$ cat src/rtl/instr_decode_stage_pkg.sv
// Shared types for the instruction decode stage: bundle layout, operand width, fill states.
// Latency: n/a (types and constant functions only).
// Backpressure: n/a.
package decode_pkg;

    localparam int INSTR_W_DEF = 10;
    localparam int OP_W_DEF    = 4;
    localparam int REG_W_DEF   = 2;
    localparam int DATA_W_DEF  = 8;

    // Operand is everything below the opcode.
    function automatic int opnd_w(input int instr_w, input int op_w);
        return instr_w - op_w;
    endfunction

    localparam int OPND_W_DEF = opnd_w(INSTR_W_DEF, OP_W_DEF);

    // Decoded bundle at the default widths; the stage declares the same
    // layout with its own parameter widths for its storage.
    typedef struct packed {
        logic [OP_W_DEF-1:0]   opcode;
        logic [OPND_W_DEF-1:0] operand;
        logic [REG_W_DEF-1:0]  reg_a;
        logic [REG_W_DEF-1:0]  reg_b;
        logic [DATA_W_DEF-1:0] imm;
        logic                  illegal;
    } decode_bundle_t;

    // Occupancy of the main/skid pair.
    typedef enum logic [1:0] {
        EMPTY = 2'd0,
        ONE   = 2'd1,
        FULL  = 2'd2
    } fill_state_t;

endpackage

$ cat src/rtl/instr_decode_stage_if.sv
// Handshake and decoded-field bus between fetch, decode stage and execute.
// Latency: n/a (wires only).
// Backpressure: carries InValid/InReady and OutValid/OutReady pairs.
interface instr_decode_stage_if
    import decode_pkg::*;
#(
    parameter int INSTR_W = 10,
    parameter int OP_W    = 4,
    parameter int REG_W   = 2,
    parameter int DATA_W  = 8,
    parameter int CNT_W   = 16
);
    localparam int OPND_W = opnd_w(INSTR_W, OP_W);

    logic               InValid;
    logic               InReady;
    logic [INSTR_W-1:0] Instruction;
    logic               OutValid;
    logic               OutReady;
    logic [OP_W-1:0]    Opcode;
    logic [OPND_W-1:0]  Operand;
    logic [REG_W-1:0]   RegA;
    logic [REG_W-1:0]   RegB;
    logic [DATA_W-1:0]  Imm;
    logic               Bit1;
    logic               Bit0;
    logic               Illegal;
    logic               IllegalSeen;
    logic               ClearErr;
    logic [CNT_W-1:0]   DecodeCount;

    modport master (
        output InValid, Instruction, OutReady, ClearErr,
        input  InReady, OutValid, Opcode, Operand, RegA, RegB, Imm,
               Bit1, Bit0, Illegal, IllegalSeen, DecodeCount
    );

    modport slave (
        input  InValid, Instruction, OutReady, ClearErr,
        output InReady, OutValid, Opcode, Operand, RegA, RegB, Imm,
               Bit1, Bit0, Illegal, IllegalSeen, DecodeCount
    );

endinterface

$ cat src/rtl/instr_decode_stage_decode_fields.sv
// Combinational instruction field splitter and immediate sign-extender.
// Latency: 0 cycles (pure combinational).
// Backpressure: none; it has no handshake of its own.
module decode_fields
    import decode_pkg::*;
#(
    parameter int  INSTR_W = 10,
    parameter int  OP_W    = 4,
    parameter int  REG_W   = 2,
    parameter int  DATA_W  = 8,
    localparam int OPND_W  = opnd_w(INSTR_W, OP_W)
) (
    input  logic [INSTR_W-1:0] instruction,
    output logic [OP_W-1:0]    opcode,
    output logic [OPND_W-1:0]  operand,
    output logic [REG_W-1:0]   reg_a,
    output logic [REG_W-1:0]   reg_b,
    output logic [DATA_W-1:0]  imm
);

    assign opcode  = instruction[INSTR_W-1 -: OP_W];
    assign operand = instruction[OPND_W-1:0];
    assign reg_a   = operand[OPND_W-1 -: REG_W];
    assign reg_b   = operand[OPND_W-REG_W-1 -: REG_W];
    // Signed cast so the width extension replicates operand's top bit.
    assign imm     = DATA_W'($signed(operand));

endmodule

$ cat src/rtl/instr_decode_stage.sv
// Registered instruction decode stage with a main+skid buffer, decode counter and optional illegal-opcode flag (DECODE_ILLEGAL_CHECK_EN).
// Latency: 1 cycle from accept edge to OutValid; 1 word/cycle with OutReady held high.
// Backpressure: two-entry skid; InReady is registered (low only when skid is occupied) and never depends on OutReady.
module instr_decode_stage
    import decode_pkg::*;
#(
    parameter int                  INSTR_W      = 10,
    parameter int                  OP_W         = 4,
    parameter int                  REG_W        = 2,
    parameter int                  DATA_W       = 8,
    parameter int                  CNT_W        = 16,
    parameter logic [2**OP_W-1:0]  ILLEGAL_MASK = '0
) (
    input logic                  Clock,
    input logic                  ResetN,
    instr_decode_stage_if.slave  bus
);

    localparam int OPND_W = opnd_w(INSTR_W, OP_W);

    typedef struct packed {
        logic [OP_W-1:0]   opcode;
        logic [OPND_W-1:0] operand;
        logic [REG_W-1:0]  reg_a;
        logic [REG_W-1:0]  reg_b;
        logic [DATA_W-1:0] imm;
        logic              illegal;
    } bundle_t;

    logic [OP_W-1:0]   f_opcode;
    logic [OPND_W-1:0] f_operand;
    logic [REG_W-1:0]  f_reg_a;
    logic [REG_W-1:0]  f_reg_b;
    logic [DATA_W-1:0] f_imm;
    logic              in_illegal;
    bundle_t           in_bundle;
    bundle_t           main_q;
    bundle_t           skid_q;
    fill_state_t       state_q;
    fill_state_t       state_d;
    logic              accept;
    logic              consume;
    logic              load_main_in;
    logic              load_main_skid;
    logic              load_skid;
    logic [CNT_W-1:0]  count_q;

    decode_fields #(
        .INSTR_W (INSTR_W),
        .OP_W    (OP_W),
        .REG_W   (REG_W),
        .DATA_W  (DATA_W)
    ) u_fields (
        .instruction (bus.Instruction),
        .opcode      (f_opcode),
        .operand     (f_operand),
        .reg_a       (f_reg_a),
        .reg_b       (f_reg_b),
        .imm         (f_imm)
    );

`ifdef DECODE_ILLEGAL_CHECK_EN
    assign in_illegal = ILLEGAL_MASK[f_opcode];
`else
    assign in_illegal = 1'b0;
`endif

    assign in_bundle = '{opcode: f_opcode, operand: f_operand, reg_a: f_reg_a,
                         reg_b: f_reg_b, imm: f_imm, illegal: in_illegal};

    assign accept  = bus.InValid && (state_q != FULL);
    assign consume = (state_q != EMPTY) && bus.OutReady;

    // Occupancy register.
    always_ff @(posedge Clock or negedge ResetN) begin
        if (!ResetN) state_q <= EMPTY;
        else         state_q <= state_d;
    end

    // Next occupancy and which register loads from where.
    always_comb begin
        state_d        = state_q;
        load_main_in   = 1'b0;
        load_main_skid = 1'b0;
        load_skid      = 1'b0;
        case (state_q)
            EMPTY: begin
                if (accept) begin
                    state_d      = ONE;
                    load_main_in = 1'b1;
                end
            end
            ONE: begin
                if (accept && consume) begin
                    load_main_in = 1'b1;
                end else if (accept) begin
                    state_d   = FULL;
                    load_skid = 1'b1;
                end else if (consume) begin
                    state_d = EMPTY;
                end
            end
            FULL: begin
                if (consume) begin
                    state_d        = ONE;
                    load_main_skid = 1'b1;
                end
            end
            default: state_d = EMPTY;
        endcase
    end

    // Bundle storage; main holds steady while the consumer stalls.
    always_ff @(posedge Clock or negedge ResetN) begin
        if (!ResetN) begin
            main_q <= '0;
            skid_q <= '0;
        end else begin
            if (load_main_in)        main_q <= in_bundle;
            else if (load_main_skid) main_q <= skid_q;
            if (load_skid)           skid_q <= in_bundle;
        end
    end

    // Retired-decode counter, wraps naturally.
    always_ff @(posedge Clock or negedge ResetN) begin
        if (!ResetN)      count_q <= '0;
        else if (consume) count_q <= count_q + 1'b1;
    end

`ifdef DECODE_ILLEGAL_CHECK_EN
    logic seen_q;

    // Sticky illegal flag; a set in the same cycle as ClearErr wins.
    always_ff @(posedge Clock or negedge ResetN) begin
        if (!ResetN)                       seen_q <= 1'b0;
        else if (consume && main_q.illegal) seen_q <= 1'b1;
        else if (bus.ClearErr)             seen_q <= 1'b0;
    end

    assign bus.Illegal     = main_q.illegal;
    assign bus.IllegalSeen = seen_q;
`else
    logic unused_illegal_cfg;
    assign unused_illegal_cfg = ^{ILLEGAL_MASK, bus.ClearErr, main_q.illegal};
    assign bus.Illegal        = 1'b0;
    assign bus.IllegalSeen    = 1'b0;
`endif

    assign bus.InReady     = (state_q != FULL);
    assign bus.OutValid    = (state_q != EMPTY);
    assign bus.Opcode      = main_q.opcode;
    assign bus.Operand     = main_q.operand;
    assign bus.RegA        = main_q.reg_a;
    assign bus.RegB        = main_q.reg_b;
    assign bus.Imm         = main_q.imm;
    assign bus.Bit1        = main_q.operand[1];
    assign bus.Bit0        = main_q.operand[0];
    assign bus.DecodeCount = count_q;

endmodule

$ cat src/flat_wrapper.sv
// flat-port wrapper written by rule: the top's interface ports become plain ports
module instr_decode_stage_flat import decode_pkg::*;
#(
    parameter int                  INSTR_W      = 10,
    parameter int                  OP_W         = 4,
    parameter int                  REG_W        = 2,
    parameter int                  DATA_W       = 8,
    parameter int                  CNT_W        = 16,
    parameter logic [2**OP_W-1:0]  ILLEGAL_MASK = '0
)
  (Clock, ResetN, bus_InValid, bus_Instruction, bus_OutReady, bus_ClearErr, bus_InReady, bus_OutValid, bus_Opcode, bus_Operand, bus_RegA, bus_RegB, bus_Imm, bus_Bit1, bus_Bit0, bus_Illegal, bus_IllegalSeen, bus_DecodeCount);
  instr_decode_stage_if #(.INSTR_W(INSTR_W), .OP_W(OP_W), .REG_W(REG_W), .DATA_W(DATA_W), .CNT_W(CNT_W)) bus_i ();
  input logic Clock;
  input logic ResetN;
  input wire logic [$bits(bus_i.InValid)-1:0] bus_InValid;
  input wire logic [$bits(bus_i.Instruction)-1:0] bus_Instruction;
  input wire logic [$bits(bus_i.OutReady)-1:0] bus_OutReady;
  input wire logic [$bits(bus_i.ClearErr)-1:0] bus_ClearErr;
  output wire logic [$bits(bus_i.InReady)-1:0] bus_InReady;
  output wire logic [$bits(bus_i.OutValid)-1:0] bus_OutValid;
  output wire logic [$bits(bus_i.Opcode)-1:0] bus_Opcode;
  output wire logic [$bits(bus_i.Operand)-1:0] bus_Operand;
  output wire logic [$bits(bus_i.RegA)-1:0] bus_RegA;
  output wire logic [$bits(bus_i.RegB)-1:0] bus_RegB;
  output wire logic [$bits(bus_i.Imm)-1:0] bus_Imm;
  output wire logic [$bits(bus_i.Bit1)-1:0] bus_Bit1;
  output wire logic [$bits(bus_i.Bit0)-1:0] bus_Bit0;
  output wire logic [$bits(bus_i.Illegal)-1:0] bus_Illegal;
  output wire logic [$bits(bus_i.IllegalSeen)-1:0] bus_IllegalSeen;
  output wire logic [$bits(bus_i.DecodeCount)-1:0] bus_DecodeCount;
  assign bus_i.InValid = bus_InValid;
  assign bus_i.Instruction = bus_Instruction;
  assign bus_i.OutReady = bus_OutReady;
  assign bus_i.ClearErr = bus_ClearErr;
  assign bus_InReady = bus_i.InReady;
  assign bus_OutValid = bus_i.OutValid;
  assign bus_Opcode = bus_i.Opcode;
  assign bus_Operand = bus_i.Operand;
  assign bus_RegA = bus_i.RegA;
  assign bus_RegB = bus_i.RegB;
  assign bus_Imm = bus_i.Imm;
  assign bus_Bit1 = bus_i.Bit1;
  assign bus_Bit0 = bus_i.Bit0;
  assign bus_Illegal = bus_i.Illegal;
  assign bus_IllegalSeen = bus_i.IllegalSeen;
  assign bus_DecodeCount = bus_i.DecodeCount;
  instr_decode_stage #(.INSTR_W(INSTR_W), .OP_W(OP_W), .REG_W(REG_W), .DATA_W(DATA_W), .CNT_W(CNT_W), .ILLEGAL_MASK(ILLEGAL_MASK)) u_core (.Clock(Clock), .ResetN(ResetN), .bus(bus_i));
endmodule
$ cat config.mk
export PLATFORM = sky130hd
export DESIGN_NAME = instr_decode_stage_flat
export DESIGN_NICKNAME = d
export VERILOG_FILES = /design/src/rtl/instr_decode_stage_pkg.sv /design/src/rtl/instr_decode_stage_if.sv /design/src/rtl/instr_decode_stage_decode_fields.sv /design/src/rtl/instr_decode_stage.sv /design/src/flat_wrapper.sv
export SDC_FILE = /design/constraint.sdc
export NUM_CORES = 1
export LEC_CHECK = 0
export BUFFER_PORTS_ARGS = -buffer_cell sky130_fd_sc_hd__buf_2
export CORE_MARGIN = 2
export CORE_UTILIZATION = 50
export DETAILED_ROUTE_END_ITERATION = 16
export HOLD_SLACK_MARGIN = 0.02
export PLACE_DENSITY_LB_ADDON = 0.25
export RECOVER_POWER = 25
export SETUP_SLACK_MARGIN = 0.1
export SYNTH_ARGS = -nofsm -noshare
export SYNTH_HDL_FRONTEND = slang
export SYNTH_SLANG_ARGS = --single-unit
$ cat constraint.sdc
create_clock -name Clock -period 2.49 [get_ports Clock]
set_input_delay 0.249 -clock Clock [delete_from_list [all_inputs] [get_ports Clock]]
set_output_delay 0.249 -clock Clock [all_outputs]
set_load 0.02 [all_outputs]
---- Yosys cells after proc, flatten, opt, wreduce, memory -nomap -nowiden ----
Index checks and enable logic that the tools add are counted.
W data, S select, Z words.
word-level totals
  bits in registers ....................... 60
  output and inout bits ................... 44
  word-level logic and storage cells ...... 42
operators by class
  add/sub/neg operators ................... 1
  equality and inequality tests ........... 7
  multiplexer cells ....................... 15
  reduce and logical (&&, ||, !) cells .... 7
operators with widths
  kind                     count
  $mux W23                 2
  $add A16 B1 Y16 const B  1
  $mux W2                  5
  $mux W1                  6
  $pmux W2 S3              1
  $ne A2 B1 Y1 const B     2
  $ne A2 B2 Y1 const B     2
  $reduce_and A4 Y1        1
  $reduce_bool A2 Y1       2
  $logic_and A1 B1 Y1      3
  $ne A3 B1 Y1 const B     1
  $eq A2 B1 Y1 const B     1
  $eq A2 B2 Y1 const B     1
  $logic_not A2 Y1         1
  $pmux W1 S2              1

---- Longest topological paths before layout ----
Gate-level depths: netlist of the first run.
  word-level depth ........................ 6
  gate-level depth with buffers ........... 5

---- By module ----
Synthesis of the first run repeated with hierarchy kept, for this count alone.
unflattened totals
  cell total of the unflattened synthesis .. 244
  area total of the unflattened synthesis .. 2882.8 um^2
modules (own cells, without submodules)
  module              instances  cells an instance  area each (um^2)
  instr_decode_stage  1          222                2717.6
  decode_fields       1          22                 165.2

---- Worst setup path after synthesis of the first run ----
Ideal clock, no wire load.
  kind .................................... flip-flop to flip-flop
  start ................................... register u_core.count_q[3], in the netlist u_core.bus.DecodeCount[3]
  end ..................................... register u_core.count_q[11], in the netlist u_core.bus.DecodeCount[11]
  setup time .............................. 130 ps
  data arrival time ....................... 1272 ps
  data required time ...................... 2360 ps
  setup slack ............................. 1088 ps
  stages on the path, launching flop included .. 5
  path buffers ............................ 0
  period minus slack after synthesis ...... 1402 ps
  cells stage by stage .................... dfrtp_1 -> and3_2 -> and4_1 -> nand4_1 -> xnor2_1
on the way
  word-level cells in the longest chain between the ends .. 1
RTL lines
  item                      line                       source
  start: declaration        instr_decode_stage.sv:46   logic [CNT_W-1:0] count_q;
  start signal: assignment  instr_decode_stage.sv:128  else if (consume) count_q <= count_q + 1'b1;
  $add A16 B1 Y16           instr_decode_stage.sv:128
Every way passes these cells.
A chain may end at the register's enable or synchronous reset.

---- Worst setup path in the final report of the first run ----
  start ................................... register u_core.state_q[1]
  end ..................................... register u_core.count_q[5], in the netlist u_core.bus.DecodeCount[5]
on the way
  word-level cells in the longest chain between the ends .. 2
RTL lines
  item                      line                      source
  start: declaration        instr_decode_stage.sv:39  fill_state_t state_q;
  start signal: assignment  instr_decode_stage.sv:77  else state_q <= state_d;
  $reduce_bool A2 Y1        instr_decode_stage.sv:72  assign consume = (state_q != EMPTY) && bus.OutReady;
  $logic_and A1 B1 Y1       instr_decode_stage.sv:72
Every way passes these cells.

==> results of run 1 <==
==> per-stage QoR <==
| step | instances | hold WS, ns | setup WS, ns | utilization [%] | power [W] |
|---|---|---|---|---|---|
| 2_1_floorplan | 149 | -0.0466 | 1.09 | - | 0.00159 |
| 3_3_place_gp | 231 | 0.371 | 0.913 | 59.0 | 0.00172 |
| 3_5_place_dp | 231 | 0.388 | 0.861 | 59.0 | 0.00175 |
| 4_1_cts | 240 | 0.117 | 0.818 | 61.0 | 0.00209 |
| 5_1_grt | 240 | 0.102 | 0.723 | 60.9 | 0.00220 |
| 6_report | 240 | 0.128 | 0.851 | 60.9 | 0.00206 |
==> power breakdown <==
group	internal (W)	total [W]	switching [W]
registers	0.000804	0.000950	0.000145
logic	0.000344	0.000780	0.000436
clock network	0.000137	0.000328	0.000191
==> metal layers <==
| layer | wire length (um) | vias to the layer above | track usage, % |
|---|---|---|---|
| li1 | - | 579 | - |
| met1 | 1480 | 594 | 21.5 |
| met2 | 1560 | 39 | 28.8 |
| met3 | 206 | 5 | 5.81 |
| met4 | 44 | 0 | 5.85 |
| met5 | 0 | - | 0 |
==> repair_timing <==
action,4_1_cts,5_1_grt
hold buffers,1,0
endpoints found under the hold margin,38,0
endpoints found under the setup margin,0,0
==> worst reg2reg max path: stages, from the launching register on <==
cell,delay [ns]
sky130_fd_sc_hd__dfrtp_1,0.48
sky130_fd_sc_hd__o21ai_0,0.56
sky130_fd_sc_hd__nor2_4,0.14
sky130_fd_sc_hd__and3_1,0.23
sky130_fd_sc_hd__xor2_1,0.14
==> sequential cells by signal, summed over array words and instances, names as in the netlist <==
register,flops
u_core.bus.DecodeCount,16
u_core.bus.Imm,6
u_core.bus.Opcode,4
u_core.skid_q,10
u_core.state_q,2
==> area by class of cell <==
type / instances / share of cell area [%]
Clock buffer: 7 / 2.65
Clock inverter: 1 / 0.241
Multi-Input combinational cell: 91 / 34.6
Sequential cell: 38 / 45.7
Tap cell: 46 / 2.77
Timing Repair Buffer: 57 / 14.1
==> layout by cell type, fill, tap and decap left out, drive strengths merged <==
cell type | Yosys | routed
buf | 19 | 55
nand2 | 13 | 13
or2 | 1 | 1
and3 | 3 | 3
nor2 | 2 | 2
xor2 | 3 | 3
nor2b | 1 | 1
o21ai | 12 | 12
conb | 1 | 2
mux2 | 11 | 11
o2111a | 1 | 1
clkinv | 0 | 1
and3b | 1 | 1
nor3b | 1 | 1
nand2b | 1 | 1
o21bai | 1 | 1
xnor2 | 13 | 13
nand4 | 6 | 6
mux2i | 10 | 10
nor3 | 1 | 1
clkbuf | 1 | 8
and4 | 1 | 1
nand3b | 1 | 1
ha | 1 | 1
dfrtp | 38 | 38
nand3 | 5 | 5
dlygate4sd3 | 0 | 1
==> worst paths after layout <==
| path | startpoint | to | slack [ns] | depth (start not counted) |
|---|---|---|---|---|
| worst max-delay path | u_core.state_q[1]$_DFFE_PN0P_ | u_core.bus.DecodeCount[5]$_DFFE_PN0P_ | 0.85 | 4 |
| worst min-delay path | bus_Instruction[9] | u_core.bus.Opcode[3]$_DFFE_PN0P_ | 0.13 | 3 |
| worst max register to register | u_core.state_q[1]$_DFFE_PN0P_ | u_core.bus.DecodeCount[5]$_DFFE_PN0P_ | 0.85 | 4 |
| worst min register to register | u_core.bus.DecodeCount[15]$_DFFE_PN0P_ | u_core.bus.DecodeCount[15]$_DFFE_PN0P_ | 0.47 | 1 |
| max in group asynchronous | ResetN | u_core.skid_q[13]$_DFFE_PN0P_ | 1.36 | 2 |
| min in group asynchronous | ResetN | u_core.bus.Imm[3]$_DFFE_PN0P_ | 0.57 | 2 |
==> kinds of logic (layout without fill, tap and decap cells) <==
logic type	after synthesis	count (layout)	synth area share (%)
other cells	1	2	0.206
simple gates	37	37	11.9
fa+ha+maj	1	1	0.688
flops	38	38	52.3
xor+xnor	16	16	7.71
compound gates	14	14	4.61
mux	21	21	14.2
buf+inv	20	65	8.40
==> report_table.html, run 1 <==
<table>
<tr><th>Metric</th><th>Value</th></tr>
<tr><th colspan="2">Floorplan</th></tr>
<tr><td>Area of the die</td><td>4130 sq um</td></tr>
<tr><td>Core Area</td><td>3420 sq um</td></tr>
<tr><td>Die outline width</td><td>~64 um</td></tr>
<tr><td>Number of rows in the core area</td><td>21</td></tr>
<tr><td>Die H</td><td>64.3 um</td></tr>
<tr><td>Effective utilization at floorplan</td><td>between 50% and 60%</td></tr>
<tr><td>Io pins</td><td>59</td></tr>
<tr><th colspan="2">Yosys</th></tr>
<tr><td>Yosys top cell area share</td><td>52.3%</td></tr>
<tr><td>Mapped Cells</td><td>148</td></tr>
<tr><td>Synth cell types</td><td>32</td></tr>
<tr><td>Most common flop cell mapped by yosys</td><td>sky130_fd_sc_hd__dfrtp_1</td></tr>
<tr><td>Count leader, synth</td><td>sky130_fd_sc_hd__dfrtp_1</td></tr>
<tr><td>EDFF count, synth</td><td>0</td></tr>
<tr><td>Synthesized area per cell</td><td>12.3 sq um</td></tr>
<tr><td>Cell taking the most area after synthesis</td><td>sky130_fd_sc_hd__dfrtp_1</td></tr>
<tr><td>Number of synthesized register bits</td><td>38</td></tr>
<tr><td>Top cells by area, synth</td><td>sky130_fd_sc_hd__dfrtp_1, sky130_fd_sc_hd__mux2_4, sky130_fd_sc_hd__buf_4, sky130_fd_sc_hd__xnor2_1, sky130_fd_sc_hd__mux2i_1</td></tr>
<tr><td>Proportion of synthesized flip-flops having asynchronous set or reset</td><td>100%</td></tr>
<tr><td>Top post-synthesis cells by count</td><td>sky130_fd_sc_hd__dfrtp_1, sky130_fd_sc_hd__buf_4, sky130_fd_sc_hd__xnor2_1</td></tr>
<tr><td>Share of the yosys chip area belonging to registers</td><td>52.3%</td></tr>
<tr><td>Cell Area, Synth</td><td>approximately 1800 sq um</td></tr>
<tr><td>Synthesis Warnings</td><td>0</td></tr>
<tr><th colspan="2">Layout</th></tr>
<tr><td>Final Net Count</td><td>approximately 210</td></tr>
<tr><td>Antenna diode instance count</td><td>0</td></tr>
<tr><td>Filler cells</td><td>between 200 and 300</td></tr>
<tr><td>Proportion of layout cells with a drive suffix above 1</td><td>a little over two fifths</td></tr>
<tr><td>Sequential Area</td><td>951 sq um</td></tr>
<tr><td>Area growth syn-to-layout</td><td>14.5%</td></tr>
<tr><td>Multi-input gate area in the final layout</td><td>between 700 and 800 sq um</td></tr>
<tr><td>Final non-filler cell area</td><td>2080 sq um</td></tr>
<tr><th colspan="2">Setup path</th></tr>
<tr><td>Endpoint required time on the critical path</td><td>2.72 ns</td></tr>
<tr><td>CP arrival</td><td>roughly 1.9 ns</td></tr>
<tr><td>Crit path max-delay cell type</td><td>sky130_fd_sc_hd__o21ai_0</td></tr>
<tr><td>Capturing element type of the critical path</td><td>flop</td></tr>
<tr><td>Crit Path Max Fanout</td><td>8</td></tr>
<tr><td>Largest stage delay on the critical path</td><td>between 0.5 and 0.6 ns</td></tr>
<tr><td>Top delay family on crit path</td><td>compound AO/OA/AOI/OAI gates</td></tr>
<tr><td>Worst path cell trace</td><td>o21ai_0, nor2_4, and3_1, xor2_1</td></tr>
<tr><td>CP startpoint kind</td><td>flop</td></tr>
<tr><td>WS Path Type</td><td>flop to flop</td></tr>
<tr><td>Worst Path Buf+Inv</td><td>0</td></tr>
<tr><th colspan="2">Timing</th></tr>
<tr><td>Worst max-slew margin expressed relative to the limit</td><td>39.2%</td></tr>
<tr><td>Final setup violation count</td><td>0</td></tr>
<tr><td>Final critical-path required period</td><td>1.64 ns</td></tr>
<tr><td>Total negative slack for setup checks</td><td>0 ns</td></tr>
<tr><td>Unrepaired setup endpoints after global routing</td><td>false</td></tr>
<tr><td>Total count of hold-check failures in the final report</td><td>0</td></tr>
<tr><td>Total count of max-transition violations in the final report</td><td>0</td></tr>
<tr><td>Fmax</td><td>just over 600 MHz</td></tr>
<tr><td>Part of the cycle the worst path needs</td><td>65.8%</td></tr>
<tr><td>Clock skew</td><td>0.00437 ns</td></tr>
<tr><td>Actual transition at the worst max-transition pin</td><td>between 0.9 and 1 ns</td></tr>
<tr><th colspan="2">CTS</th></tr>
<tr><td>Clock tree from TritonCTS</td><td>yes</td></tr>
<tr><td>H-tree depth</td><td>2</td></tr>
<tr><td>Clock latency on the worst-skew pair</td><td>0.34 ns</td></tr>
<tr><td>Maximum clock insertion buffer count</td><td>2</td></tr>
<tr><td>Clock sink count</td><td>38</td></tr>
<tr><td>Root Buffer Master</td><td>sky130_fd_sc_hd__clkbuf_4</td></tr>
<tr><td>Clock edge transition at the registers on the reported setup and hold paths</td><td>0.10 ns</td></tr>
<tr><td>Num CTS Buffers</td><td>5</td></tr>
<tr><td>Number of buffers added for setup after CTS</td><td>0</td></tr>
<tr><td>Number of gates resized after CTS</td><td>0</td></tr>
<tr><th colspan="2">Global route</th></tr>
<tr><td>Antenna violations before repair</td><td>0</td></tr>
<tr><td>Global-route wire length before repair</td><td>5560 um</td></tr>
<tr><td>Overflow left after global routing</td><td>0</td></tr>
<tr><td>Vias in the first global route</td><td>around 1200</td></tr>
<tr><td>Total GRT Usage</td><td>between 10% and 20%</td></tr>
<tr><td>Maximum number of pins on one net before global-route repair</td><td>39</td></tr>
<tr><th colspan="2">Detailed routing</th></tr>
<tr><td>Detail Route Antenna Nets</td><td>0</td></tr>
<tr><td># DRC</td><td>0</td></tr>
<tr><td>Wirelength per Cell</td><td>13.7 um</td></tr>
<tr><td>Router iterations before antenna repair</td><td>4</td></tr>
<tr><td>Final wirelength</td><td>3290 um</td></tr>
<tr><td>Vias per std cell</td><td>5.07</td></tr>
<tr><td>Number of vias after detailed routing</td><td>1217</td></tr>
<tr><td>DR iter-0 viols</td><td>21</td></tr>
<tr><th colspan="2">Placement</th></tr>
<tr><td>IO buf count</td><td>55</td></tr>
<tr><td>Instance area at placement</td><td>2010 sq um</td></tr>
<tr><td>Detailed-placement wirelength estimate</td><td>between 2000 and 2500 um</td></tr>
<tr><td>Weighted congestion at the end of routability-driven global placement</td><td>0.696</td></tr>
<tr><th colspan="2">Min path</th></tr>
<tr><td>Class of the tightest hold or removal check</td><td>input pin to flop</td></tr>
<tr><th colspan="2">Status</th></tr>
<tr><td>Outcome</td><td>completed</td></tr>
<tr><th colspan="2">Power and ir drop</th></tr>
<tr><td>Power density relative to cell area</td><td>989 nW/um^2</td></tr>
<tr><td>Leak</td><td>1.09 nW</td></tr>
<tr><td>Maximum VDD drop</td><td>0.000523 V</td></tr>
<tr><th colspan="2">Job</th></tr>
<tr><td>Number of maximum-capacitance violations</td><td>0</td></tr>
</table>
No activity file was read; power rests on OpenSTA's default activity.
==> run 2: changes to the inputs <==
- CORE_UTILIZATION: 50 -> 45
- clock period: 2.49 -> 1.44 ns (I/O delays scaled with it)
==> report_table.html, run 2 (synthesis results as in run 1) <==
<table>
<tr><th>Metric</th><th>Value</th></tr>
<tr><th colspan="2">Status</th></tr>
<tr><td>Outcome</td><td>completed</td></tr>
<tr><th colspan="2">Floorplan</th></tr>
<tr><td>Number of rows in the core area</td><td>23 (+9.5%)</td></tr>
<tr><td>Io pins</td><td>59 (unchanged)</td></tr>
<tr><td>Die H</td><td>67.6 um (+5.1%)</td></tr>
<tr><td>Die outline width</td><td>67.6 um (+5.1%)</td></tr>
<tr><td>Core Area</td><td>3940 sq um (+15%)</td></tr>
<tr><td>Area of the die</td><td>4560 sq um (+10%)</td></tr>
<tr><td>Effective utilization at floorplan</td><td>46.1% (-7.1 points)</td></tr>
<tr><th colspan="2">Detailed routing</th></tr>
<tr><td>Vias per std cell</td><td>5.03 (-0.86%)</td></tr>
<tr><td>Detail Route Antenna Nets</td><td>0 (unchanged)</td></tr>
<tr><td>Wirelength per Cell</td><td>13.8 um (+0.73%)</td></tr>
<tr><td>Router iterations before antenna repair</td><td>4 (unchanged)</td></tr>
<tr><td>Number of vias after detailed routing</td><td>1282 (+5.3%)</td></tr>
<tr><td>DR iter-0 viols</td><td>30 (+43%)</td></tr>
<tr><td># DRC</td><td>0 (unchanged)</td></tr>
<tr><td>Final wirelength</td><td>3520 um (+7.0%)</td></tr>
<tr><th colspan="2">CTS</th></tr>
<tr><td>Num CTS Buffers</td><td>5 (unchanged)</td></tr>
<tr><td>Maximum clock insertion buffer count</td><td>2 (unchanged)</td></tr>
<tr><td>Clock edge transition at the registers on the reported setup and hold paths</td><td>0.07 ns (-0.03 ns)</td></tr>
<tr><td>H-tree depth</td><td>2 (unchanged)</td></tr>
<tr><td>Clock sink count</td><td>38 (unchanged)</td></tr>
<tr><td>Root Buffer Master</td><td>sky130_fd_sc_hd__clkbuf_8</td></tr>
<tr><td>Clock tree from TritonCTS</td><td>yes</td></tr>
<tr><td>Clock latency on the worst-skew pair</td><td>0.29 ns (-0.05 ns)</td></tr>
<tr><th colspan="2">Timing</th></tr>
<tr><td>Final critical-path required period</td><td>approximately 1.3 ns</td></tr>
<tr><td>Total count of hold-check failures in the final report</td><td>0 (unchanged)</td></tr>
<tr><td>Part of the cycle the worst path needs</td><td>slightly above 90%</td></tr>
<tr><td>Min setup slack post-route</td><td>0.110 ns (-0.741 ns)</td></tr>
<tr><td>Clock skew</td><td>0.00496 ns (+0.000587 ns)</td></tr>
<tr><td>Actual transition at the worst max-transition pin</td><td>0.546 ns (-0.366 ns)</td></tr>
<tr><td>Fmax</td><td>between 700 and 800 MHz</td></tr>
<tr><td>Worst max-slew margin expressed relative to the limit</td><td>63.6% (+24 points)</td></tr>
<tr><td>Final setup violation count</td><td>0 (unchanged)</td></tr>
<tr><td>Total negative slack for setup checks</td><td>0 ns (unchanged)</td></tr>
<tr><td>Total count of max-transition violations in the final report</td><td>0 (unchanged)</td></tr>
<tr><td>Unrepaired setup endpoints after global routing</td><td>true</td></tr>
<tr><th colspan="2">Placement</th></tr>
<tr><td>Weighted congestion at the end of routability-driven global placement</td><td>0.725 (+4.1%)</td></tr>
<tr><td>Post-placement worst setup slack</td><td>0.0508 ns (-0.810 ns)</td></tr>
<tr><td>IO buf count</td><td>55 (unchanged)</td></tr>
<tr><td>Detailed-placement wirelength estimate</td><td>2440 um (+5.9%)</td></tr>
<tr><th colspan="2">Setup path</th></tr>
<tr><td>CP arrival</td><td>1.19 ns (-0.68 ns)</td></tr>
<tr><td>Critical Path Stages</td><td>3 (-1)</td></tr>
<tr><td>Worst Path Buf+Inv</td><td>2 (+2)</td></tr>
<tr><td>Crit Path Max Fanout</td><td>7 (-1)</td></tr>
<tr><td>Endpoint required time on the critical path</td><td>1.30 ns (-1.42 ns)</td></tr>
<tr><td>Cell mode on critical path</td><td>sky130_fd_sc_hd__buf_6</td></tr>
<tr><td>Worst setup slack for register-to-register paths</td><td>0.11 ns (-0.74 ns)</td></tr>
<tr><td>CP startpoint kind</td><td>flop</td></tr>
<tr><td>WS Path Type</td><td>flop to primary output</td></tr>
<tr><td>Capturing element type of the critical path</td><td>primary output</td></tr>
<tr><td>Reg-to-reg endpoint</td><td>u_core.bus.DecodeCount[5]$_DFFE_PN0P_</td></tr>
<tr><td>Largest stage delay on the critical path</td><td>0.38 ns (-0.18 ns)</td></tr>
<tr><td>Worst path cell trace</td><td>buf_6, or2_4, buf_6</td></tr>
<tr><td>Top delay family on crit path</td><td>flip-flops</td></tr>
<tr><td>Crit path max-delay cell type</td><td>sky130_fd_sc_hd__dfrtp_1</td></tr>
<tr><td>Critical register-to-register path startpoint</td><td>u_core.state_q[0]$_DFFE_PN0P_</td></tr>
<tr><td>Reg2reg path depth</td><td>5 (+1)</td></tr>
<tr><th colspan="2">Min path</th></tr>
<tr><td>Capture endpoint of the worst hold path</td><td>u_core.bus.Imm[3]$_DFFE_PN0P_</td></tr>
<tr><td>Class of the tightest hold or removal check</td><td>input pin to flop</td></tr>
<tr><td>Cell depth of the worst min-delay path</td><td>3 (unchanged)</td></tr>
<tr><td>Min-Delay Startpoint</td><td>bus_Instruction[3]</td></tr>
<tr><th colspan="2">Power and ir drop</th></tr>
<tr><td>Relative contribution of combinational cells to total power</td><td>39.1% (+1.2 points)</td></tr>
<tr><td>Switching power</td><td>0.00141 W (+82%)</td></tr>
<tr><td>Portion of total power attributed to sequential cells</td><td>41.9% (-4.2 points)</td></tr>
<tr><td>Maximum VDD drop</td><td>0.00106 V (+100%)</td></tr>
<tr><td>Share of power burned in the clock network</td><td>19.0% (+3.1 points)</td></tr>
<tr><td>Leak</td><td>1.18 nW (+8.0%)</td></tr>
<tr><td>Total power draw</td><td>0.00391 W (+90%)</td></tr>
<tr><td>Sw frac</td><td>35.9% (-1.6 points)</td></tr>
<tr><td>Power density relative to cell area</td><td>1710 nW/um^2 (+73%)</td></tr>
<tr><td>Internal Power</td><td>0.00251 W (+95%)</td></tr>
<tr><th colspan="2">Layout</th></tr>
<tr><td>Final Net Count</td><td>220 (+5.3%)</td></tr>
<tr><td>Proportion of layout cells with a drive suffix above 1</td><td>50.2% (+7.5 points)</td></tr>
<tr><td>Most frequent standard cell in the layout excluding fill and tap cells</td><td>sky130_fd_sc_hd__buf_2</td></tr>
<tr><td>Antenna diode instance count</td><td>0 (unchanged)</td></tr>
<tr><td>Area growth syn-to-layout</td><td>25.7%</td></tr>
<tr><td>Final Util</td><td>57.9% (-3.0 points)</td></tr>
<tr><td>Max reg flops</td><td>16 (unchanged)</td></tr>
<tr><td>Highest-count cells in the layout ignoring fill and taps</td><td>sky130_fd_sc_hd__buf_2, sky130_fd_sc_hd__dfrtp_1, sky130_fd_sc_hd__xnor2_1, sky130_fd_sc_hd__nand2_1</td></tr>
<tr><th colspan="2">Job</th></tr>
<tr><td>Number of maximum-capacitance violations</td><td>0 (unchanged)</td></tr>
<tr><th colspan="2">Global route</th></tr>
<tr><td>Vias in the first global route</td><td>1237 (+1.4%)</td></tr>
<tr><td>Maximum number of pins on one net before global-route repair</td><td>24 (-38%)</td></tr>
<tr><td>Total GRT Usage</td><td>17.6% (+0.18 points)</td></tr>
<tr><td>Overflow left after global routing</td><td>0 (unchanged)</td></tr>
<tr><td>Antenna violations before repair</td><td>0 (unchanged)</td></tr>
<tr><td>Global-route wire length before repair</td><td>5780 um (+4.0%)</td></tr>
</table>
## run 2: cell count changes in the layout (fill, tap and decap cells not counted), moves of 2 or more
cell                       delta
sky130_fd_sc_hd__buf_6        +5
sky130_fd_sc_hd__clkbuf_4     -5
sky130_fd_sc_hd__clkbuf_8     +5
sky130_fd_sc_hd__dfrtp_1      -5
sky130_fd_sc_hd__dfrtp_2      +5
sky130_fd_sc_hd__buf_4        +4
sky130_fd_sc_hd__buf_12       +2
sky130_fd_sc_hd__buf_2        -2
sky130_fd_sc_hd__o21ai_0      -2
## run 2: through the flow
stage / area, sq um / hold slack (ns) / cells
final: 2280 / 0.0768 / 255
after global routing: 2280 / 0.0819 / 255
after CTS: 2240 / 0.0705 / 254
after detailed placement: 2070 / 0.136 / 240
after global placement: 2070 / 0.126 / 240
after floorplan: 1830 / -0.152 / 149
## run 2: worst max-delay path by stage
stage                                        from                          endpoint  slack (ns)
floorplan           u_core.state_q[0]$_DFFE_PN0P_     u_core.skid_q[11]$_DFFE_PN0P_        0.11
CTS                 u_core.state_q[0]$_DFFE_PN0P_                      bus_OutValid        0.07
finish              u_core.state_q[1]$_DFFE_PN0P_                      bus_OutValid        0.11
detailed placement  u_core.state_q[0]$_DFFE_PN0P_     u_core.skid_q[13]$_DFFE_PN0P_        0.05
global route        u_core.state_q[0]$_DFFE_PN0P_  u_core.bus.Opcode[2]$_DFFE_PN0P_        0.05
global placement    u_core.state_q[0]$_DFFE_PN0P_     u_core.skid_q[13]$_DFFE_PN0P_         0.1
## run 2: area by class of cell
type	count	area (sq um)
clock buffer	7	86.3
fill	343	1660
tap	50	62.6
sequential	38	957
multi-input combinational	91	756
timing repair buffer	68	418
clock inverter	1	5.00
## run 2: power groups by stage
stage	registers (W)	logic, W	clock network, W
detailed placement	0.00167	0.00141	0
global route	0.00169	0.00166	0.000834
floorplan	0.00185	0.000917	0
CTS	0.00165	0.00149	0.000769
finish	0.00164	0.00153	0.000742
global placement	0.00163	0.00139	0
## run 2: what timing repair did
action                                  in CTS  in global routing
endpoints found under the hold margin       21                  0
pin swaps                                    1                  3
endpoints found under the setup margin      15                 26
hold buffers                                 1                  0
resized for setup                            5                 11
setup buffers                                5                  1
gates cloned                                 0                  0
## run 2: layer usage
metal / share of wire (%) / GRT usage, %
met5: 0 / 0
met4: 0.85 / 10.7
met3: 6.4 / 4.00
met2: 49 / 28.2
met1: 44 / 21.5
## run 2: worst reg2reg max path, cell delays in order (launching register included)
cell and delay (ns):
sky130_fd_sc_hd__dfrtp_1 0.40, sky130_fd_sc_hd__buf_6 0.13, sky130_fd_sc_hd__o21ai_2 0.24, sky130_fd_sc_hd__nor2_4 0.11, sky130_fd_sc_hd__and3_1 0.20, sky130_fd_sc_hd__xor2_1 0.13
==> run 3: changes to the inputs <==
- PLACE_DENSITY: default -> 0.75
- PLACE_DENSITY_LB_ADDON: 0.25 -> default
==> report_table.html, run 3 (synthesis results as in run 1) <==
<table>
<tr><th>Metric</th><th>Value</th></tr>
<tr><th colspan="2">Power and ir drop</th></tr>
<tr><td>Leak</td><td>1.19 nW (+1.3%)</td></tr>
<tr><td>Power density relative to cell area</td><td>1740 nW/um^2 (+1.4%)</td></tr>
<tr><td>Maximum VDD drop</td><td>0.000771 V (-27%)</td></tr>
<tr><th colspan="2">Placement</th></tr>
<tr><td>Weighted congestion at the end of routability-driven global placement</td><td>0.788 (+8.6%)</td></tr>
<tr><td>Instance area at placement</td><td>2090 sq um (+0.97%)</td></tr>
<tr><td>IO buf count</td><td>55 (unchanged)</td></tr>
<tr><td>Detailed-placement wirelength estimate</td><td>2390 um (-2.0%)</td></tr>
<tr><th colspan="2">Timing</th></tr>
<tr><td>Hold Slack</td><td>0.0806 ns (+0.00384 ns)</td></tr>
<tr><td>Total count of hold-check failures in the final report</td><td>0 (unchanged)</td></tr>
<tr><td>Unrepaired setup endpoints after global routing</td><td>true</td></tr>
<tr><td>Fmax</td><td>741 MHz (-1.4%)</td></tr>
<tr><td>Actual transition at the worst max-transition pin</td><td>0.508 ns (-0.0381 ns)</td></tr>
<tr><td>Total count of max-transition violations in the final report</td><td>0 (unchanged)</td></tr>
<tr><td>Final setup violation count</td><td>0 (unchanged)</td></tr>
<tr><td>Worst max-slew margin expressed relative to the limit</td><td>66.1% (+2.5 points)</td></tr>
<tr><td>Part of the cycle the worst path needs</td><td>93.7% (+1.3 points)</td></tr>
<tr><td>Clock skew</td><td>0.00376 ns (-0.00120 ns)</td></tr>
<tr><td>Total negative slack for setup checks</td><td>0 ns (unchanged)</td></tr>
<tr><td>Final critical-path required period</td><td>1.35 ns (+0.0186 ns)</td></tr>
<tr><th colspan="2">Detailed routing</th></tr>
<tr><td># DRC</td><td>0 (unchanged)</td></tr>
<tr><td>Final wirelength</td><td>3560 um (+1.1%)</td></tr>
<tr><td>Router iterations before antenna repair</td><td>4 (unchanged)</td></tr>
<tr><td>Number of vias after detailed routing</td><td>1308 (+2.0%)</td></tr>
<tr><td>Wirelength per Cell</td><td>13.7 um (-0.86%)</td></tr>
<tr><td>DR iter-0 viols</td><td>99 (+230%)</td></tr>
<tr><td>Detail Route Antenna Nets</td><td>0 (unchanged)</td></tr>
<tr><td>Vias per std cell</td><td>5.03 (about the same)</td></tr>
<tr><th colspan="2">CTS</th></tr>
<tr><td>Clock sink count</td><td>38 (unchanged)</td></tr>
<tr><td>Clock edge transition at the registers on the reported setup and hold paths</td><td>0.07 ns (about the same)</td></tr>
<tr><td>Root Buffer Master</td><td>sky130_fd_sc_hd__clkbuf_8</td></tr>
<tr><td>Maximum clock insertion buffer count</td><td>2 (unchanged)</td></tr>
<tr><td>Num CTS Buffers</td><td>5 (unchanged)</td></tr>
<tr><td>Clock tree from TritonCTS</td><td>yes</td></tr>
<tr><td>H-tree depth</td><td>2 (unchanged)</td></tr>
<tr><td>Clock latency on the worst-skew pair</td><td>0.28 ns (about the same)</td></tr>
<tr><th colspan="2">Global route</th></tr>
<tr><td>Overflow left after global routing</td><td>0 (unchanged)</td></tr>
<tr><td>Total GRT Usage</td><td>16.9% (-0.67 points)</td></tr>
<tr><td>Global-route wire length before repair</td><td>5780 um (-0.12%)</td></tr>
<tr><td>Antenna violations before repair</td><td>0 (unchanged)</td></tr>
<tr><td>Maximum number of pins on one net before global-route repair</td><td>22 (-8.3%)</td></tr>
<tr><td>Vias in the first global route</td><td>1273 (+2.9%)</td></tr>
<tr><th colspan="2">Layout</th></tr>
<tr><td>Area growth syn-to-layout</td><td>26.0%</td></tr>
<tr><td>Most frequent standard cell in the layout excluding fill and tap cells</td><td>sky130_fd_sc_hd__buf_2</td></tr>
<tr><td>Max reg flops</td><td>16 (unchanged)</td></tr>
<tr><td>Final Util</td><td>58.1% (+0.16 points)</td></tr>
<tr><td>Proportion of layout cells with a drive suffix above 1</td><td>51.0% (+0.71 points)</td></tr>
<tr><td>Highest-count cells in the layout ignoring fill and taps</td><td>sky130_fd_sc_hd__buf_2, sky130_fd_sc_hd__dfrtp_1, sky130_fd_sc_hd__xnor2_1</td></tr>
<tr><td>Final non-filler cell area</td><td>2290 sq um (+0.27%)</td></tr>
<tr><td>Antenna diode instance count</td><td>0 (unchanged)</td></tr>
<tr><td>Final Net Count</td><td>225 (+2.3%)</td></tr>
<tr><th colspan="2">Setup path</th></tr>
<tr><td>Crit path max-delay cell type</td><td>sky130_fd_sc_hd__dfrtp_2</td></tr>
<tr><td>Crit Path Max Fanout</td><td>4 (-3)</td></tr>
<tr><td>Cell mode on critical path</td><td>sky130_fd_sc_hd__buf_6</td></tr>
<tr><td>Endpoint required time on the critical path</td><td>1.30 ns (about the same)</td></tr>
<tr><td>Capturing element type of the critical path</td><td>primary output</td></tr>
<tr><td>Destination of the critical timing path</td><td>bus_OutValid</td></tr>
<tr><td>Worst setup slack for register-to-register paths</td><td>0.11 ns (about the same)</td></tr>
<tr><td>Reg-to-reg endpoint</td><td>u_core.skid_q[14]$_DFFE_PN0P_</td></tr>
<tr><td>Worst path cell trace</td><td>buf_6, or2_4, buf_6</td></tr>
<tr><td>Reg2reg path depth</td><td>3 (-2)</td></tr>
<tr><td>Critical register-to-register path startpoint</td><td>u_core.state_q[1]$_DFFE_PN0P_</td></tr>
<tr><td>CP startpoint kind</td><td>flop</td></tr>
<tr><td>CP arrival</td><td>1.20 ns (about the same)</td></tr>
<tr><td>WS Path Type</td><td>flop to primary output</td></tr>
<tr><td>Source of the critical timing path</td><td>u_core.state_q[1]$_DFFE_PN0P_</td></tr>
<tr><td>Largest stage delay on the critical path</td><td>0.43 ns (+0.05 ns)</td></tr>
<tr><th colspan="2">Floorplan</th></tr>
<tr><td>Core Area</td><td>3940 sq um (unchanged)</td></tr>
<tr><td>Die H</td><td>67.6 um (unchanged)</td></tr>
<tr><td>Effective utilization at floorplan</td><td>46.1% (unchanged)</td></tr>
<tr><td>Io pins</td><td>59 (unchanged)</td></tr>
<tr><td>Area of the die</td><td>4560 sq um (unchanged)</td></tr>
<tr><td>Number of rows in the core area</td><td>23 (unchanged)</td></tr>
<tr><td>Die outline width</td><td>67.6 um (unchanged)</td></tr>
<tr><th colspan="2">Min path</th></tr>
<tr><td>Class of the tightest hold or removal check</td><td>input pin to flop</td></tr>
<tr><th colspan="2">Status</th></tr>
<tr><td>Outcome</td><td>completed</td></tr>
<tr><th colspan="2">Job</th></tr>
<tr><td>Number of maximum-capacitance violations</td><td>0 (unchanged)</td></tr>
</table>
-- run 3: cell count changes in the layout (fill, tap and decap cells not counted), sizes merged --
cell	previous run	this run
clkbuf	10	9
buf	64	69
and3b	1	2
-- run 3: layer usage --
metal	wire length [um]	up-vias	track usage, %
met5	0	-	0
met4	25	0	4.59
met1	1540	636	20.8
met3	259	5	4.17
met2	1730	54	29.5
li1	-	613	-
-- run 3: worst min path at each step --
stage	slack, ns	startpoint	to	depth (start not counted)
floorplan	-0.15	ResetN	u_core.bus.DecodeCount[0]$_DFFE_PN0P_	0
global placement	0.11	ResetN	u_core.bus.Imm[6]$_DFFE_PN0P_	1
detailed placement	0.12	ResetN	u_core.bus.Imm[0]$_DFFE_PN0P_	1
CTS	0.08	bus_Instruction[0]	u_core.bus.Imm[0]$_DFFE_PN0P_	3
global route	0.10	bus_Instruction[2]	u_core.skid_q[9]$_DFFE_PN0P_	2
finish	0.08	bus_Instruction[0]	u_core.bus.Imm[0]$_DFFE_PN0P_	3
-- run 3: metrics by stage --
step | power (W) | setup WS (ns) | cells
3_5_place_dp | 0.00309 | 0.0560 | 241
2_1_floorplan | 0.00277 | 0.112 | 149
6_report | 0.00398 | 0.0912 | 260
5_1_grt | 0.00423 | 0.0351 | 260
3_3_place_gp | 0.00304 | 0.0865 | 241
4_1_cts | 0.00390 | 0.0729 | 253
-- run 3: worst max-delay path: cells and delay by family, from the launching register on --
family        cells  cell delay (ns)
flops             1             0.43
buf+inv           2             0.26
simple gates      1             0.23
-- run 3: layout make-up --
class                   count  area, sq um
flip-flops and latches     38          958
multi-input cells          92          754
repair buffers             72          424
clock inverters             1         5.00
fillers                   346         1650
clock buffers               7         86.3
well taps                  50         62.6
-- run 3: repair_timing --
item / CTS / global route
gates resized for setup: 6 / 15
hold buffers: 1 / 0
pin swaps: 1 / 4
buffers inserted: 2 / 6
endpoints found under the setup margin: 12 / 23
cloned: 1 / 1
hold endpoints to repair: 17 / 0
-- run 3: report_power, final --
group	switching [W]	internal [W]	total, W	leakage, nW
logic	0.000839	0.000763	0.00160	0.672
registers	0.000234	0.00141	0.00164	0.473
clock network	0.000351	0.000386	0.000738	0.0482
